**config.mk**
```make
export PLATFORM = sky130hd
export DESIGN_NAME = aes_mode_ctrl
export DESIGN_NICKNAME = d
export VERILOG_FILES = /design/src/rtl/aes_mode_ctrl.sv
export SDC_FILE = /design/constraint.sdc
export NUM_CORES = 2
export LEC_CHECK = 0
export CAP_MARGIN = 5
export CORE_AREA = 8 8 353 355
export CTS_CLUSTER_DIAMETER = 50
export CTS_CLUSTER_SIZE = 16
export DETAILED_ROUTE_END_ITERATION = 10
export DIE_AREA = 0 0 361 363
export PLACE_DENSITY = 0.57
export SYNTH_ARGS = -nofsm -noshare
export SYNTH_HDL_FRONTEND = slang
export SYNTH_SLANG_ARGS = --single-unit
```
**constraint.sdc**
```tcl
create_clock -name clk -period 3.5 [get_ports clk]
set_clock_uncertainty 0.05 [all_clocks]
set_input_delay 0.35 -clock clk [delete_from_list [all_inputs] [get_ports clk]]
set_output_delay 0.35 -clock clk [all_outputs]
set_load 0.05 [all_outputs]
```
**src/rtl/aes_mode_ctrl.sv**
```systemverilog
// aes_mode_ctrl: ECB/CBC/CTR block-mode sequencer in front of an external single-block AES core.
// Optional feature macro AES_MODE_CTR_EN enables CTR mode and its low-word counter incrementer.
module aes_mode_ctrl #(
    parameter int NBLK_W = 16,
    parameter int CTR_W  = 32
) (
    input  logic              clk,
    input  logic              rst,
    input  logic              cfg_start,
    input  logic [1:0]        cfg_mode,
    input  logic              cfg_decrypt,
    input  logic [127:0]      cfg_key,
    input  logic [127:0]      cfg_iv,
    input  logic [NBLK_W-1:0] cfg_nblocks,
    output logic              cfg_err,
    output logic              busy,
    output logic              done,
    input  logic              in_valid,
    output logic              in_ready,
    input  logic [127:0]      in_data,
    output logic              out_valid,
    input  logic              out_ready,
    output logic [127:0]      out_data,
    output logic              core_start,
    output logic [127:0]      core_din,
    output logic [127:0]      core_key,
    output logic              core_decrypt,
    input  logic [127:0]      core_dout,
    input  logic              core_done
);

    typedef enum logic [1:0] {S_IDLE, S_WAIT_IN, S_RUN, S_OUT} state_t;

    localparam logic [1:0]        MODE_ECB = 2'd0;
    localparam logic [1:0]        MODE_CBC = 2'd1;
    localparam logic [1:0]        MODE_CTR = 2'd2;
    localparam logic [NBLK_W-1:0] ONE_BLK  = NBLK_W'(1);

    state_t            state_q, state_d;
    logic [1:0]        mode_q, mode_d;
    logic              decrypt_q, decrypt_d;
    logic [127:0]      key_q, key_d;
    logic [127:0]      chain_q, chain_d;
    logic [127:0]      blk_q, blk_d;
    logic [127:0]      out_data_q, out_data_d;
    logic [127:0]      core_din_q, core_din_d;
    logic [NBLK_W-1:0] remaining_q, remaining_d;
    logic              core_start_q, core_start_d;
    logic              done_q, done_d;
    logic              cfg_err_q, cfg_err_d;
    logic              mode_ok;
    logic [127:0]      chain_inc;

`ifdef AES_MODE_CTR_EN
    // Only the low CTR_W bits count; a shift of 128 yields 0 so the mask becomes all ones.
    localparam logic [127:0] CTR_MASK = (128'd1 << CTR_W) - 128'd1;
    assign chain_inc = (chain_q & ~CTR_MASK) | ((chain_q + 128'd1) & CTR_MASK);
    assign mode_ok   = (cfg_mode != 2'd3);
`else
    assign chain_inc = chain_q;
    assign mode_ok   = (cfg_mode == MODE_ECB) || (cfg_mode == MODE_CBC);
`endif

    always_comb begin
        state_d      = state_q;
        mode_d       = mode_q;
        decrypt_d    = decrypt_q;
        key_d        = key_q;
        chain_d      = chain_q;
        blk_d        = blk_q;
        out_data_d   = out_data_q;
        core_din_d   = core_din_q;
        remaining_d  = remaining_q;
        core_start_d = 1'b0;
        done_d       = 1'b0;
        cfg_err_d    = 1'b0;

        case (state_q)
            S_IDLE: begin
                if (cfg_start) begin
                    if (mode_ok && (cfg_nblocks != '0)) begin
                        mode_d      = cfg_mode;
                        decrypt_d   = cfg_decrypt;
                        key_d       = cfg_key;
                        chain_d     = cfg_iv;
                        remaining_d = cfg_nblocks;
                        state_d     = S_WAIT_IN;
                    end else begin
                        cfg_err_d = 1'b1;
                    end
                end
            end
            S_WAIT_IN: begin
                if (in_valid) begin
                    blk_d        = in_data;
                    core_start_d = 1'b1;
                    state_d      = S_RUN;
                    case (mode_q)
                        MODE_CBC: core_din_d = decrypt_q ? in_data : (in_data ^ chain_q);
                        MODE_CTR: core_din_d = chain_q;
                        default:  core_din_d = in_data;
                    endcase
                end
            end
            S_RUN: begin
                // A done seen in the launch cycle can only be stale, so it is not taken as the result.
                if (core_done && !core_start_q) begin
                    state_d = S_OUT;
                    case (mode_q)
                        MODE_CBC: begin
                            if (decrypt_q) begin
                                out_data_d = core_dout ^ chain_q;
                                chain_d    = blk_q;
                            end else begin
                                out_data_d = core_dout;
                                chain_d    = core_dout;
                            end
                        end
                        MODE_CTR: begin
                            out_data_d = core_dout ^ blk_q;
                            chain_d    = chain_inc;
                        end
                        default: out_data_d = core_dout;
                    endcase
                end
            end
            S_OUT: begin
                if (out_ready) begin
                    remaining_d = remaining_q - ONE_BLK;
                    if (remaining_q == ONE_BLK) begin
                        done_d  = 1'b1;
                        state_d = S_IDLE;
                    end else begin
                        state_d = S_WAIT_IN;
                    end
                end
            end
            default: state_d = S_IDLE;
        endcase
    end

    always_ff @(posedge clk) begin
        if (rst) begin
            state_q      <= S_IDLE;
            mode_q       <= MODE_ECB;
            decrypt_q    <= 1'b0;
            key_q        <= '0;
            chain_q      <= '0;
            blk_q        <= '0;
            out_data_q   <= '0;
            core_din_q   <= '0;
            remaining_q  <= '0;
            core_start_q <= 1'b0;
            done_q       <= 1'b0;
            cfg_err_q    <= 1'b0;
        end else begin
            state_q      <= state_d;
            mode_q       <= mode_d;
            decrypt_q    <= decrypt_d;
            key_q        <= key_d;
            chain_q      <= chain_d;
            blk_q        <= blk_d;
            out_data_q   <= out_data_d;
            core_din_q   <= core_din_d;
            remaining_q  <= remaining_d;
            core_start_q <= core_start_d;
            done_q       <= done_d;
            cfg_err_q    <= cfg_err_d;
        end
    end

    assign busy         = (state_q != S_IDLE);
    assign in_ready     = (state_q == S_WAIT_IN);
    assign out_valid    = (state_q == S_OUT);
    assign out_data     = out_data_q;
    assign done         = done_q;
    assign cfg_err      = cfg_err_q;
    assign core_start   = core_start_q;
    assign core_din     = core_din_q;
    assign core_key     = key_q;
    assign core_decrypt = decrypt_q && (mode_q != MODE_CTR);

endmodule

```
==> results.cfg <==
[run_status]
status = finished, final reports clean

[cts]
insertion_delay_ps = 710
cts_root_buf = clkbuf_16
cts_buffers = 104
hold_buffers = 1
cts_resized = 0
clk_pin_slew_ps = 60
cts_tree = built
htree_levels = 3
cts_setup_buffers = 0
clock-sinks = 664
clock_path_buffers = 3

[routing]
ant_nets = 0
via_per_inst = 5.49
drcViolationCount = 0
drt_first_iter_violations = 3302
drt-total-wl_um = 171000
vias = 38269
wl_per_cell_um = 24.5
firstDrtPassIters = 6

[sta]
layout_min_cycle_time_ps = 3310
worst_pin_slew_ps = 1110
hold_viol = 0
period_share = 0.945
grt_setup_unrepaired = no
slew_violations = 0
fin_tns_setup_ps = 0
setup_viol = 0
worst_slew_margin_rel = 0.262
timing.fmax_mhz = 302

[setup_path]
path_max_fanout = 9
critPathKind = reg2out
critPathMaxStageDelay_ps = 980
critPathCaptureType = output pin
r2r_start = state_q[0]
startpoint = state_q[0]
cp_data_required_time_ps = 3100
r2r-end = chain_inc[57]
cp_slowest_cell = clkdlybuf4s50_1
rr_worst_depth = 8
start_kind = flip-flop
cp.arrival_ps = 2910
crit_chain = inv_1, ha_1, inv_2, clkdlybuf4s50_1
r2r_slack_ps = 760

[yosys]
synth_area_um2 = 34600
synth.distinct_cells = 62
synth-async-reset-ratio = 0
synth-edff-count = 0
synthFlopType = dfxtp_1
ys_seq_elements = 664
yosys_warnings = 0
synthCells = 4647
syn_nets = 5193
ys_seq_area_frac = 0.385
avgSynthCellArea_um2 = 7.44

[final_layout]
layout_commonest_cell = clkdlybuf4s50_1
post-route-util = 0.412
syn_to_final_growth_pct = 41.9
final_nets = 5830
drive_gt1_frac = 0.0570
most-common-layout-cells = clkdlybuf4s50_1 (925), nand2_1 (787), dfxtp_1 (663)
nFillCells = 11969

[hold_path]
hold_path_end = core_key[17]
hp-start = cfg_key[17]
holdPathStages = 3
hold_path_class = in2reg

[floorplan]
initial_core_util = 0.290
die-area_um2 = 131000
rows = 127
die_w_um = 361
die_h_um = 363
coreArea_um2 = 119000
pin_count = 928

[placed_design]
io_buffers = 927
dp_hpwl_um = 114000
place.gp.congestion = 0.888

[global_route]
grt.overflow.total = 0
grt_start_max_net_pins = 157
grt_pass1_wl_um = 248000
antenna_found_initial = 56
grt_pass1_vias = 36012
grt_use_total = 0.244

[pwr]
vdd.ir_drop.worst_mv = 0.460
p_per_area_nw_per_um2 = 708
p_leak_nw = 15.2

[run]
cap_viol_max_count = 0
[sequential cells by signal, indices dropped and copies added, names as in the netlist]
name and flops:
core_key 128, mode_q 2, remaining_q 16, done 1
state_q 2, decrypt_q 1, blk_q 128, core_din 128
chain_inc 128, core_start 1, cfg_err 1, out_data 128
[power by group]
group / internal, W / total, W / switching, W
combinational: 0.00431 / 0.0132 / 0.00884
clock: 0.00676 / 0.0111 / 0.00430
sequential: 0.00908 / 0.0105 / 0.00143
total: 0.0202 / 0.0347 / 0.0146
[how the worst max path moves through the flow]
stage,endpoint,slack [ps],cells past startpoint
6_report,busy,190,4
5_1_grt,busy,70,4
4_1_cts,busy,120,4
3_5_place_dp,chain_inc[79],740,8
3_3_place_gp,chain_inc[76],750,8
2_1_floorplan,core_decrypt,1270,7
[stage by stage]
| step | std cells | worst slack (ps) | total power [W] | hold WS [ps] | cell area [um^2] |
|---|---|---|---|---|---|
| 2_1_floorplan | 4647 | 1270 | 0.0181 | 390 | 34600 |
| 3_3_place_gp | 6725 | 752 | 0.0236 | 390 | 45200 |
| 3_5_place_dp | 6725 | 737 | 0.0237 | 396 | 45200 |
| 4_1_cts | 6921 | 120 | 0.0349 | 51.2 | 48900 |
| 5_1_grt | 6959 | 72.9 | 0.0362 | 99.2 | 49000 |
| 6_report | 6965 | 193 | 0.0347 | 139 | 49100 |
[per-layer routing]
metal / vias up / part of all wire / GRT usage
li1: 18040 / - / -
met3: 287 / 0.079 / 0.0596
met2: 1630 / 0.47 / 0.399
met1: 18292 / 0.41 / 0.304
met4: 20 / 0.041 / 0.108
met5: - / 0.00079 / 0
[critical path: cells and delay by family, from the launching register on]
kind / cells / cell delay [ps]
buffers and inverters: 3 / 1410
adder cells (fa/ha/maj): 1 / 380
flip-flops: 1 / 400
[cell type report]
class                      instances  area (um^2)  share of cell area
tap                             1548         1940              0.0395
multi-input combinational       3358        19000               0.387
clock buffer                     128         2880              0.0586
timing repair buffer            1010        10500               0.214
antenna                           44          110             0.00224
inverter                         146          553              0.0113
sequential                       664        13300               0.271
clock inverter                    67          825              0.0168
[synthesized netlist by cell type, types with 2 or more instances]
library cell / n / area, um^2
a211oi_1: 131 / 983
a21boi_0: 128 / 961
a21o_1: 2 / 15.0
a21oi_1: 532 / 2660
a221o_1: 128 / 1280
a22oi_1: 129 / 968
a31oi_1: 132 / 826
and2_1: 2 / 12.5
and3_1: 2 / 12.5
buf_1: 20 / 75.1
buf_2: 55 / 275
buf_4: 3 / 22.5
clkbuf_1: 401 / 1510
dfxtp_1: 664 / 13300
ha_1: 9 / 113
inv_1: 144 / 541
mux2i_1: 128 / 1280
nand2_1: 789 / 2960
nand2b_1: 3 / 18.8
nand3_1: 7 / 35.0
nand4_1: 2 / 12.5
nor2_1: 269 / 1010
nor2b_1: 130 / 813
nor3_1: 137 / 686
nor4_1: 3 / 18.8
nor4_2: 5 / 62.6
nor4b_1: 2 / 17.5
o2111ai_1: 128 / 1120
o211ai_1: 2 / 15.0
o21ai_0: 511 / 2560
o21ai_1: 8 / 40.0
o32ai_1: 6 / 52.6
or3_1: 3 / 18.8
or4_1: 2 / 15.0
or4_4: 2 / 22.5
xor2_1: 2 / 17.5
[cell families after synthesis]
group | after synthesis | synth area share
compound gates | 1854 | 0.337
simple gates | 1365 | 0.167
flops | 664 | 0.385
buf+inv | 625 | 0.0702
mux | 128 | 0.0371
fa+ha+maj | 9 | 0.00326
xor+xnor | 2 | 0.000507
(Power assumes the default switching activity.)
